==> src/rtl/text_console_ctrl_if.sv <==
// text_console_ctrl_if: CPU I/O bus, direct CPU VRAM port and GPU character-RAM port of the console.
interface text_console_ctrl_if;
  logic [7:0]  din;
  logic [15:0] address;
  logic        w_en;
  logic        r_en;
  logic [7:0]  dout;
  logic        cpu_vram_we;
  logic [11:0] cpu_vram_addr;
  logic [7:0]  cpu_vram_din;
  logic        vram_we;
  logic [11:0] vram_addr;
  logic [7:0]  vram_din;
  logic [4:0]  scroll_row;
  logic        busy;
  modport master (
    output din, address, w_en, r_en, cpu_vram_we, cpu_vram_addr, cpu_vram_din,
    input  dout, vram_we, vram_addr, vram_din, scroll_row, busy
  );
  modport slave (
    input  din, address, w_en, r_en, cpu_vram_we, cpu_vram_addr, cpu_vram_din,
    output dout, vram_we, vram_addr, vram_din, scroll_row, busy
  );
endinterface

==> src/rtl/text_console_ctrl.sv <==
// text_console_ctrl: turns DATA/CTRL register writes into character-RAM writes at a tracked cursor,
// scrolling by rotating scroll_row and yielding the VRAM port to direct CPU writes.
module text_console_ctrl #(
  parameter logic [7:0] CONSOLE_IO_ADDRESS = 8'h01,
  parameter int         COLS               = 80,
  parameter int         ROWS               = 30,
  parameter logic [7:0] FILL_CHAR          = 8'h20
) (
  input logic                clk,
  input logic                rst_n,
  text_console_ctrl_if.slave bus
);
  localparam logic [11:0] COLS_W = 12'(COLS);
  localparam logic [11:0] CELLS  = 12'(COLS * ROWS);
  typedef enum logic [1:0] {IDLE, PUT, FILL} state_e;
  state_e      state_q, state_d;
  logic [6:0]  col_q, col_d;
  logic [4:0]  row_q, row_d, scroll_q, scroll_d;
  logic        ovf_q, ovf_d, clr_q, clr_d;
  logic [7:0]  ch_q, ch_d, dout_q, dout_d;
  logic [11:0] fill_base_q, fill_base_d, fill_cnt_q, fill_cnt_d;
  logic [7:0]  io_off;
  logic [5:0]  prow_sum;
  logic [4:0]  prow;
  logic [11:0] put_addr;
  logic        data_wr, ctrl_wr, eng_go, busy, adv, fill_last;

  assign io_off    = bus.address[7:0] - CONSOLE_IO_ADDRESS;
  assign data_wr   = bus.w_en && io_off == 8'd0;
  assign ctrl_wr   = bus.w_en && io_off == 8'd1;
  assign busy      = state_q != IDLE;
  assign eng_go    = !bus.cpu_vram_we;
  assign prow_sum  = {1'b0, row_q} + {1'b0, scroll_q};
  assign prow      = prow_sum >= 6'(ROWS) ? 5'(prow_sum - 6'(ROWS)) : prow_sum[4:0];
  assign put_addr  = 12'(prow) * COLS_W + 12'(col_q);
  assign fill_last = fill_cnt_q == (clr_q ? CELLS : COLS_W) - 12'd1;

  always_comb begin
    state_d     = state_q;
    col_d       = col_q;
    row_d       = row_q;
    scroll_d    = scroll_q;
    ovf_d       = ovf_q;
    clr_d       = clr_q;
    ch_d        = ch_q;
    fill_base_d = fill_base_q;
    fill_cnt_d  = fill_cnt_q;
    adv         = 1'b0;
    if (state_q == IDLE && data_wr) begin
      if (bus.din >= 8'h20 && bus.din <= 8'h7E) begin
        state_d = PUT;
        ch_d    = bus.din;
      end else if (bus.din == 8'h0A) begin
        col_d = 7'd0;
        adv   = 1'b1;
      end else if (bus.din == 8'h0D) begin
        col_d = 7'd0;
      end else if (bus.din == 8'h08 && col_q != 7'd0) begin
        col_d = col_q - 7'd1;
      end
    end
    if (state_q == PUT && eng_go) begin
      state_d = IDLE;
      adv     = col_q == 7'(COLS - 1);
      col_d   = adv ? 7'd0 : col_q + 7'd1;
    end
    if (state_q == FILL && eng_go) begin
      fill_cnt_d = fill_last ? fill_cnt_q : fill_cnt_q + 12'd1;
      state_d    = fill_last ? IDLE : FILL;
      if (fill_last && clr_q) {col_d, row_d, scroll_d} = '0;
    end
    // after the rotation the new bottom physical row is the old top one, i.e. the old scroll_row
    if (adv) begin
      if (row_q < 5'(ROWS - 1)) row_d = row_q + 5'd1;
      else begin
        scroll_d    = scroll_q == 5'(ROWS - 1) ? 5'd0 : scroll_q + 5'd1;
        fill_base_d = 12'(scroll_q) * COLS_W;
        fill_cnt_d  = 12'd0;
        clr_d       = 1'b0;
        state_d     = FILL;
      end
    end
    if (data_wr && busy) ovf_d = 1'b1;
    if (ctrl_wr) begin
      if (bus.din[2]) ovf_d = 1'b0;
      if (bus.din[0]) begin
        state_d     = FILL;
        fill_base_d = 12'd0;
        fill_cnt_d  = 12'd0;
        clr_d       = 1'b1;
      end else if (bus.din[1] && !busy) begin
        {col_d, row_d} = '0;
      end
    end
  end

  assign dout_d = !bus.r_en    ? 8'h00 :
                  io_off == 8'd1 ? {5'b0, ovf_q, 1'b0, busy} :
                  io_off == 8'd2 ? {1'b0, col_q} :
                  io_off == 8'd3 ? {3'b0, row_q} : 8'h00;

  always_ff @(posedge clk or negedge rst_n) begin
    if (!rst_n) begin
      state_q     <= IDLE;
      col_q       <= '0;
      row_q       <= '0;
      scroll_q    <= '0;
      ovf_q       <= 1'b0;
      clr_q       <= 1'b0;
      ch_q        <= '0;
      fill_base_q <= '0;
      fill_cnt_q  <= '0;
      dout_q      <= '0;
    end else begin
      state_q     <= state_d;
      col_q       <= col_d;
      row_q       <= row_d;
      scroll_q    <= scroll_d;
      ovf_q       <= ovf_d;
      clr_q       <= clr_d;
      ch_q        <= ch_d;
      fill_base_q <= fill_base_d;
      fill_cnt_q  <= fill_cnt_d;
      dout_q      <= dout_d;
    end
  end

  assign bus.dout       = dout_q;
  assign bus.busy       = busy;
  assign bus.scroll_row = scroll_q;
  assign bus.vram_we    = bus.cpu_vram_we || busy;
  assign bus.vram_addr  = bus.cpu_vram_we ? bus.cpu_vram_addr :
                          state_q == PUT ? put_addr :
                          state_q == FILL ? fill_base_q + fill_cnt_q : 12'd0;
  assign bus.vram_din   = bus.cpu_vram_we ? bus.cpu_vram_din :
                          state_q == PUT ? ch_q :
                          state_q == FILL ? FILL_CHAR : 8'h00;
endmodule

==> src/flat_wrapper.sv <==
// flat-port wrapper written by rule: the top's interface ports become plain ports
module text_console_ctrl_flat 
#(
  parameter logic [7:0] CONSOLE_IO_ADDRESS = 8'h01,
  parameter int         COLS               = 80,
  parameter int         ROWS               = 30,
  parameter logic [7:0] FILL_CHAR          = 8'h20
)
  (clk, rst_n, bus_din, bus_address, bus_w_en, bus_r_en, bus_cpu_vram_we, bus_cpu_vram_addr, bus_cpu_vram_din, bus_dout, bus_vram_we, bus_vram_addr, bus_vram_din, bus_scroll_row, bus_busy);
  text_console_ctrl_if bus_i ();
  input logic clk;
  input logic rst_n;
  input wire logic [$bits(bus_i.din)-1:0] bus_din;
  input wire logic [$bits(bus_i.address)-1:0] bus_address;
  input wire logic [$bits(bus_i.w_en)-1:0] bus_w_en;
  input wire logic [$bits(bus_i.r_en)-1:0] bus_r_en;
  input wire logic [$bits(bus_i.cpu_vram_we)-1:0] bus_cpu_vram_we;
  input wire logic [$bits(bus_i.cpu_vram_addr)-1:0] bus_cpu_vram_addr;
  input wire logic [$bits(bus_i.cpu_vram_din)-1:0] bus_cpu_vram_din;
  output wire logic [$bits(bus_i.dout)-1:0] bus_dout;
  output wire logic [$bits(bus_i.vram_we)-1:0] bus_vram_we;
  output wire logic [$bits(bus_i.vram_addr)-1:0] bus_vram_addr;
  output wire logic [$bits(bus_i.vram_din)-1:0] bus_vram_din;
  output wire logic [$bits(bus_i.scroll_row)-1:0] bus_scroll_row;
  output wire logic [$bits(bus_i.busy)-1:0] bus_busy;
  assign bus_i.din = bus_din;
  assign bus_i.address = bus_address;
  assign bus_i.w_en = bus_w_en;
  assign bus_i.r_en = bus_r_en;
  assign bus_i.cpu_vram_we = bus_cpu_vram_we;
  assign bus_i.cpu_vram_addr = bus_cpu_vram_addr;
  assign bus_i.cpu_vram_din = bus_cpu_vram_din;
  assign bus_dout = bus_i.dout;
  assign bus_vram_we = bus_i.vram_we;
  assign bus_vram_addr = bus_i.vram_addr;
  assign bus_vram_din = bus_i.vram_din;
  assign bus_scroll_row = bus_i.scroll_row;
  assign bus_busy = bus_i.busy;
  text_console_ctrl #(.CONSOLE_IO_ADDRESS(CONSOLE_IO_ADDRESS), .COLS(COLS), .ROWS(ROWS), .FILL_CHAR(FILL_CHAR)) u_core (.clk(clk), .rst_n(rst_n), .bus(bus_i));
endmodule
==> config.mk <==
export PLATFORM = sky130hd
export DESIGN_NAME = text_console_ctrl_flat
export DESIGN_NICKNAME = d
export VERILOG_FILES = /design/src/rtl/text_console_ctrl_if.sv /design/src/rtl/text_console_ctrl.sv /design/src/flat_wrapper.sv
export SDC_FILE = /design/constraint.sdc
export NUM_CORES = 1
export LEC_CHECK = 0
export ABC_AREA = 1
export CORE_ASPECT_RATIO = 1.1
export CORE_MARGIN = 2
export CORE_UTILIZATION = 56
export CTS_BUF_LIST = sky130_fd_sc_hd__clkbuf_2 sky130_fd_sc_hd__clkbuf_4 sky130_fd_sc_hd__clkbuf_8
export DETAILED_ROUTE_END_ITERATION = 12
export GPL_TIMING_DRIVEN = 0
export PLACE_DENSITY = 0.88
export REMOVE_ABC_BUFFERS = 1
export SETUP_SLACK_MARGIN = 0.1
export SLEW_MARGIN = 20
export SYNTH_ARGS = -nofsm -noshare
export SYNTH_HDL_FRONTEND = slang
export SYNTH_SLANG_ARGS = --single-unit
==> constraint.sdc <==
create_clock -name clk -period 5.55 [get_ports clk]
set_input_delay 0.555 -clock clk [delete_from_list [all_inputs] [get_ports clk]]
set_output_delay 0.555 -clock clk [all_outputs]
set_load 0.01 [all_outputs]
==> flow_summary.json <==
{
  "ir_drop_mv": 0.1511,
  "setup_viol": 0,
  "initial_core_util_pct": 57.73,
  "hpwl_um": 11150,
  "status": "finished clean",
  "syn-cell-area_um2": 5149,
  "synthTopCellsByArea": "dfrtp_1, nand2_1, ha_1",
  "clockBufferDepth": 2,
  "cpMostUsedCell": "nand2_1",
  "slew_violations": 0,
  "drcViolationCount": 0,
  "worst-path-max-fanout": 5,
  "synth_edf_count": 0,
  "cp_slowest_stage_delay_ns": 0.55,
  "diodes": 0,
  "end_kind": "output pin",
  "nets": 904,
  "grt_max_degree": 48,
  "crit_arrival_ns": 4.72,
  "drt_wl_total_um": 15010,
  "final_cells": 930,
  "dpl.cell_count": 910,
  "firstDrtPassIters": 6,
  "ys.flop_type": "dfrtp_1",
  "gp_congestion": 0.9577,
  "die_area_um2": 9978,
  "grt_pass1_vias": 5089,
  "power.density_nw_per_um2": 400.3,
  "synth.top_cell.area_share_pct": 29.16,
  "drt.antenna.violating_nets": 0,
  "fin_ws_ns": 0.2800,
  "synth.most_common_cell": "nand2_1",
  "path_clk_slew_ns": 0.07,
  "wl_per_cell_um": 16.14,
  "ys_seq_elements": 60,
  "drtIter0Drc": 473,
  "vias_per_cell": 5.788,
  "cts_tree": "done",
  "clk_latency_ns": 0.36,
  "fmax_mhz": 189.8,
  "die_w_um": 95.43,
  "worstSetupPathType": "reg2out",
  "clock_skew_ns": 0.01528,
  "hold_viol": 0,
  "critPathLaunchType": "register",
  "hold_buffers": 0,
  "yosys_warnings": 0,
  "grt_util_all_layers_pct": 30.56,
  "antenna_found_initial": 0,
  "vias": 5383,
  "synth_cell_type_count": 52,
  "synth-seq-area-share_pct": 29.16,
  "leakagePower_nw": 3.049,
  "grt-ovfl-total": 0,
  "path_cells": "ha_2 > fa_2 > inv_1 > nor2_1 > nand4_1 > nand2_2 > nand2_1 > xor2_2 > ha_1 > ha_1 > fa_1 > nand2_1 > inv_1 > nor2_1 > inv_1 > nor2_2 > nand3_1 > nand2_1 > nand2_1 > nand2_1 > nand2_1 > nand2_1 > clkdlybuf4s50_1",
  "port_buffers": 74,
  "numCtsBuffers": 9,
  "cp_num_buf_inv": 4,
  "min_period_ns": 5.270,
  "required_ns": 4.99,
  "place_ws_ns": 0.4570,
  "cts_sinks": 60,
  "htreeDepth": 3,
  "root_buffer": "clkbuf_8",
  "design.core.area_um2": 8919,
  "io_pins": 84,
  "period_share_pct": 94.96,
  "async_flop_share_pct": 100.0,
  "drv_cap": 0,
  "synth_top_area_cell": "dfrtp_1",
  "hold_class": "in2async",
  "area_delta_synth_final_pct": 21.39,
  "layout-drive-gt1-share_pct": 8.946,
  "relSlewSlack_pct": 34.93,
  "crit_family": "adder cells",
  "synthCells": 732,
  "syn_avg_cell_area_um2": 7.034,
  "tightest_slew_ns": 0.9725,
  "slowest_stage": "fa_2",
  "grt_first_pass_wirelength_um": 24210,
  "die_h_um": 104.6,
  "rows": 36,
  "netlist_top_cells_count": "nand2_1, inv_1, nand3_1, nor2_1, dfrtp_1"
}
metal layers:
layer | share of wire [%] | GRT usage [%]
met5 | 0 | 0
met4 | 2.2 | 10.20
met3 | 8.1 | 4.903
met2 | 47 | 48.04
met1 | 43 | 42.67
worst reg2reg max path: stages, from the launching register on:
cell	delay [ns]
dfrtp_1	0.39
inv_1	0.08
nor2_2	0.16
inv_1	0.14
nor2_1	0.76
nand2_1	0.43
nor3_2	0.30
nand2_1	0.14
nor2_1	0.10
nand2_1	0.05
nand3_1	0.08
inv_1	0.04
logic make-up after synthesis:
kind of cell | count (synthesis) | share of synthesized area, %
muxes | 2 | 0.4374
xor gates and xnor gates | 23 | 3.912
buffers and inverters | 120 | 9.186
and+or+nand+nor | 364 | 31.88
DFF | 60 | 29.16
AOI/OAI and AO/OA | 118 | 13.92
other | 1 | 0.07283
adders and majority gates | 44 | 11.42
power by group:
part	switching [mW]	internal (mW)
Combinational	0.859	0.567
Sequential	0.145	0.534
Clock	0.182	0.215
Total	1.19	1.32
worst paths after layout:
check                             startpoint               endpoint  slack [ns]  cells after the start
min                                    rst_n  u_core.fill_cnt_q[10]        0.04                      1
max                          u_core.row_q[0]      bus_vram_addr[11]        0.28                     23
min reg2reg                   u_core.ch_q[7]         u_core.ch_q[7]        0.48                      2
max reg2reg                u_core.state_q[1]   u_core.fill_cnt_q[7]        2.78                     11
max in group asynchronous              rst_n        u_core.row_q[0]        4.98                      2
min in group clk              u_core.ch_q[7]         u_core.ch_q[7]        0.48                      2
layout make-up:
cell class | count | area, µm²
timing repair buffer | 79 | 798.3
sequential | 60 | 1504
multi-input combinational | 552 | 3202
inverter | 109 | 411.6
clock inverter | 5 | 52.55
clock buffer | 11 | 138.9
tap | 114 | 142.6
fill | 718 | 2669
registers in the layout, indices dropped and copies added, names as in the netlist:
signal,count
u_core.bus.dout,7
u_core.bus.scroll_row,5
u_core.ch_q,8
u_core.clr_q,1
u_core.col_q,7
u_core.fill_base_q,12
u_core.fill_cnt_q,12
u_core.ovf_q,1
u_core.row_q,5
u_core.state_q,2
placed cells by master, fill, tap and decap left out, types with 13 or more instances in the layout:
master,count
o21ai_0,26
nand3_1,64
nor2_1,62
inv_1,96
xor2_1,17
o21ai_1,13
ha_1,38
nand4_1,18
a21oi_1,38
dfrtp_1,58
clkdlybuf4s50_1,72
nand2_1,175
stage by stage:
stage          hold WS (ns)  TNS [ns]  power [mW]  instance area [µm²]  util, %
2_1_floorplan        0.2594         0       1.599                 5087        -
3_3_place_gp         0.4520         0       1.964                 5971    66.95
3_5_place_dp         0.4278         0       2.026                 5996    67.23
4_1_cts             0.04367         0       2.444                 6195    69.46
5_1_grt             0.04938  -0.04446       2.702                 6250    70.08
6_report            0.04280         0       2.502                 6250    70.08
what timing repair did:
action | 4_1_cts | 5_1_grt
setup buffers | 0 | 4
gates resized for setup | 1 | 9
pin swaps | 0 | 3
hold endpoints to repair | 0 | 0
gates cloned | 0 | 0
endpoints found under the setup margin | 2 | 3
No activity file was read; power rests on OpenSTA's default activity.
==> variant 1 (config.mk and constraints unchanged) <==
The 3 states of `state_e` get a one-hot encoding in 3 bits.
--- a/src/rtl/text_console_ctrl.sv
+++ b/src/rtl/text_console_ctrl.sv
@@ -12,7 +12,7 @@
 );
   localparam logic [11:0] COLS_W = 12'(COLS);
   localparam logic [11:0] CELLS  = 12'(COLS * ROWS);
-  typedef enum logic [1:0] {IDLE, PUT, FILL} state_e;
+  typedef enum logic [2:0] {IDLE = 3'b001, PUT = 3'b010, FILL = 3'b100} state_e;
   state_e      state_q, state_d;
   logic [6:0]  col_q, col_d;
   logic [4:0]  row_q, row_d, scroll_q, scroll_d;
Check against the original RTL: same outputs for any inputs over 4 cycles, from zero or initial values and one cycle with rst_n low; so few cycles prove little.
==> variant 1 against the original RTL <==
- utilization grew 0.63 points
- setup slack gained 0.096 ns
- combinational power shrank 21%
- sequential cell count grew 1
- clock skew shrank 0.0037 ns
- maximum frequency grew 1.9%
- power shrank 12%
- wire length shrank 4.3%
- hold slack gained 0.079 ns
- design area grew 0.90%
- area after synthesis is essentially flat
- critical endpoint is now bus_vram_addr[8]
==> variant 1: results <==
[power_and_ir_drop]
p_seq_w = 0.000632
p_total_w = 0.002213
p_sw_w = 0.0009692
clockPowerShare = 0.205
p_leak_nw = 3.194

[setup_path]
arrival_ns = 4.62
rr_endpoint = u_core.fill_base_q[11]
critical_path.endpoint = bus_vram_addr[8]
ff2ff_path_depth = 10
reg2reg_slack_ns = 3.08
r2r_start = u_core.state_q[2]

[timing]
timing.hold.ws_ns = 0.1221
worst_pin_slew_ns = 0.9225
worst_slack_ns = 0.3763
finClkSkew_ns = 0.01157

[yosys]
synthMuxAreaShare = 0.004373
synth_compound_area_frac = 0.1312
ys_seq_area_frac = 0.2966
postSynthAreaPerCell_sq_um = 7.074
synth_commonest_cells = nand2_1, inv_1, dfrtp_1, nor2_1, nand3_1
synth-adder-area-share = 0.1142
ys_types = 51
synth_area_leaders = dfrtp_1, nand2_1, ha_1

[routing]
drt_iter0_markers = 353
viasPerCell = 5.677
wl_met3_um = 989
wl_um = 14360
routed-via-count = 5274
wl_met1_um = 5640
met2_length_um = 7221
dr.pass1.iters = 5

[final_layout]
layout.nets = 903
drive_gt1_frac = 0.08221

[global_route]
use_met3 = 0.05984
grt_pass1_vias = 5114
use_met1 = 0.3463
grt_pass1_wl_um = 23050
grtUsageTotal = 0.2897
grt_max_degree = 33
use_met2 = 0.4995

[run_status]
outcome = complete, no violations

[cts]
post_cts_resized = 4

[placed_design]
place_inst = 905
place_area_sq_um = 5983
pre_cts_slack_ns = 0.3527
dp_hpwl_um = 10490
routabilityCongestion = 0.9387
-- variant 1: changes by cell type in the layout (fill, tap and decap cells not counted), moves of 6 or more --
cell | before | now
o21ai_1 | 13 | 2
nand2_1 | 175 | 185
o21ai_0 | 26 | 36
nand3_1 | 64 | 55
a21oi_1 | 38 | 44
nor2_2 | 9 | 3
-- variant 1: critical path: stages, from the launching register on --
cell             delay, ns
dfrtp_2               0.45
ha_2                  0.21
fa_2                  0.60
inv_1                 0.06
nor2_1                0.14
nand4_1               0.19
nand2_2               0.17
nand2_1               0.12
xor2_2                0.26
ha_1                  0.27
ha_1                  0.23
fa_1                  0.48
inv_1                 0.09
nor2_1                0.05
inv_1                 0.06
nand3_1               0.11
a31oi_1               0.21
clkdlybuf4s50_1       0.56
-- variant 1: cell type report --
cell class              count  area, sq um
repair buffers             83        825.8
fillers                   707         2613
clock inverters             7        100.1
inverters                 103        386.6
flip-flops and latches     61         1530
multi-input cells         552         3197
well taps                 114        142.6
clock buffers               9        123.9
==> variant 2 (same flow settings) <==
Without the edit above. `COLS` is set to 80 in 2 places; all go to 60.
--- a/src/rtl/text_console_ctrl.sv
+++ b/src/rtl/text_console_ctrl.sv
@@ -2,7 +2,7 @@
 // scrolling by rotating scroll_row and yielding the VRAM port to direct CPU writes.
 module text_console_ctrl #(
   parameter logic [7:0] CONSOLE_IO_ADDRESS = 8'h01,
-  parameter int         COLS               = 80,
+  parameter int         COLS               = 60,
   parameter int         ROWS               = 30,
   parameter logic [7:0] FILL_CHAR          = 8'h20
 ) (
--- a/src/flat_wrapper.sv
+++ b/src/flat_wrapper.sv
@@ -2,7 +2,7 @@
 module text_console_ctrl_flat 
 #(
   parameter logic [7:0] CONSOLE_IO_ADDRESS = 8'h01,
-  parameter int         COLS               = 80,
+  parameter int         COLS               = 60,
   parameter int         ROWS               = 30,
   parameter logic [7:0] FILL_CHAR          = 8'h20
 )
Behaviour: not the same (Yosys sat finds a counterexample within 4 cycles, from zero or initial values and one cycle with rst_n low).
==> variant 2 against the original RTL <==
- the flow now finishes with violations (setup timing)
- first-iteration DRC count increased by 22%
- sequential cell count unchanged
- setup slack got worse by 0.59 ns
- highest routed layer unchanged
- cell count increased by 21%
- design area increased by 19%
- hold slack improved by 0.086 ns
- sequential share of layout area decreased by 3.9 points
- area after synthesis increased by 18%
- critical path type unchanged
- wire length increased by 10%
- utilization increased by 1.4 points
Power is left out: the tool's default activity adds up to more than one toggle a clock period on the data nets, which glitch-free logic cannot reach.
==> variant 2: results <==
[final_layout]
n_antenna_cell = 0
drive_gt1_frac = 0.1189
top_regs = u_core.fill_base_q (12), u_core.fill_cnt_q (12), u_core.ch_q (8)
layout.nets = 1099

[cts]
cts_root_buf = clkbuf_8
h-tree-depth = 3
clk_pin_slew_ns = 0.07

[placed_design]
dp_hpwl_um = 11340
port_buffers = 74
place_area_sq_um = 6902
routabilityCongestion = 0.9184

[setup_path]
crit_path_top_delay_cell = fa_1
crit_fanout = 5
reg2reg_slack_ns = 2.63
ff2ff_path_depth = 12
arrival_ns = 5.31
rr_endpoint = u_core.fill_base_q[10]
critPathMaxStageDelay_ns = 0.56
r2r_start = u_core.bus.scroll_row[1]

[run_status]
violations = setup timing
outcome = complete, but fails checks

[yosys]
synth_commonest_cells = nand2_1, inv_1, nor2_1
ys_seq_area_frac = 0.2481
synth_area_leaders = dfrtp_1, nand2_1, ha_1
synth-adder-area-share = 0.1679
synthMuxAreaShare = 0
ys_warn_count = 0
ys_types = 39
synth_compound_area_frac = 0.1034
synth-xor-area-share = 0.04053

[global_route]
grtUsageTotal = 0.2837
grt_max_degree = 33
grt_pass1_vias = 5861
antenna_found_initial = 0
grt_pass1_wl_um = 26480

[timing]
worst_pin_slew_ns = 0.7768
worst_slack_ns = -0.3138
finClkSkew_ns = 0.01007
setup_viol = 6

[routing]
dr.pass1.iters = 7
viasPerCell = 5.533
wl_um = 16530
drt_iter0_markers = 577

[hold_path]
hold_path_class = input pin to asynchronous set/reset pin
[variant 2: changes by cell type after synthesis, moves of 6 or more]
cell / before / now
fa_1: 5 / 17
ha_1: 39 / 54
nand2_2: 2 / 8
nand2_1: 176 / 236
nor2_1: 64 / 86
inv_1: 96 / 145
[variant 2: cell families (layout without fill, tap and decap cells)]
group / after synthesis / after routing
xor gates and xnor gates: 28 / 28
adders and majority gates: 71 / 71
other: 1 / 1
buffers and inverters: 165 / 265
and+or+nand+nor: 451 / 451
AOI/OAI and AO/OA: 108 / 108
DFF: 60 / 60
[variant 2: stage by stage]
step	cells	setup slack (ns)	utilization	hold slack, ns	TNS [ns]
after floorplan	870	-0.08705	-	0.2594	-0.1631
after global placement	1087	-1.102	0.6592	0.4620	-6.448
after detailed placement	1088	-1.204	0.6609	0.4534	-7.132
after CTS	1117	-0.2781	0.7007	0.1377	-1.195
after global routing	1127	-0.4980	0.7145	0.1493	-2.284
final	1127	-0.3138	0.7145	0.1290	-1.358
[variant 2: worst max-delay path by stage]
stage	slack, ns	depth (start not counted)	end	startpoint
floorplan	-0.09	27	bus_vram_addr[10]	u_core.bus.scroll_row[0]
global placement	-1.10	28	bus_vram_addr[10]	u_core.bus.scroll_row[0]
detailed placement	-1.20	28	bus_vram_addr[10]	u_core.bus.scroll_row[0]
CTS	-0.28	29	bus_vram_addr[10]	u_core.row_q[0]
global route	-0.50	29	bus_vram_addr[10]	u_core.bus.scroll_row[0]
finish	-0.31	29	bus_vram_addr[10]	u_core.row_q[0]
[variant 2: final cells by class]
| type | instances | area (sq um) |
|---|---|---|
| Multi-Input combinational cell | 659 | 4091 |
| Fill cell | 815 | 2982 |
| Sequential cell | 60 | 1508 |
| Timing Repair Buffer | 98 | 895.9 |
| Inverter | 151 | 566.8 |
| Tap cell | 143 | 178.9 |
| Clock buffer | 11 | 145.1 |
| Clock inverter | 5 | 75.07 |
[variant 2: routing by layer]
layer  vias up  GRT usage  share of wire
li1       3015          -              -
met1      2883     0.3568           0.41
met2       272     0.4758           0.49
met3        66    0.04571          0.063
met4         0     0.1263          0.037
met5         -          0              0
[variant 2: critical path: cells and delay by family, from the launching register on]
family          cells  cell delay, ns
fa+ha+maj           6            2.48
compound gates      3            0.34
flops               1            0.42
simple gates       15            1.23
buf+inv             4            0.29
xor+xnor            1            0.21
[variant 2: what timing repair did]
| item | CTS | global route |
|---|---|---|
| setup endpoints to repair | 8 | 7 |
| pin swaps | 20 | 18 |
| setup buffers | 13 | 10 |
| cloned | 0 | 0 |
| gates resized for setup | 65 | 19 |
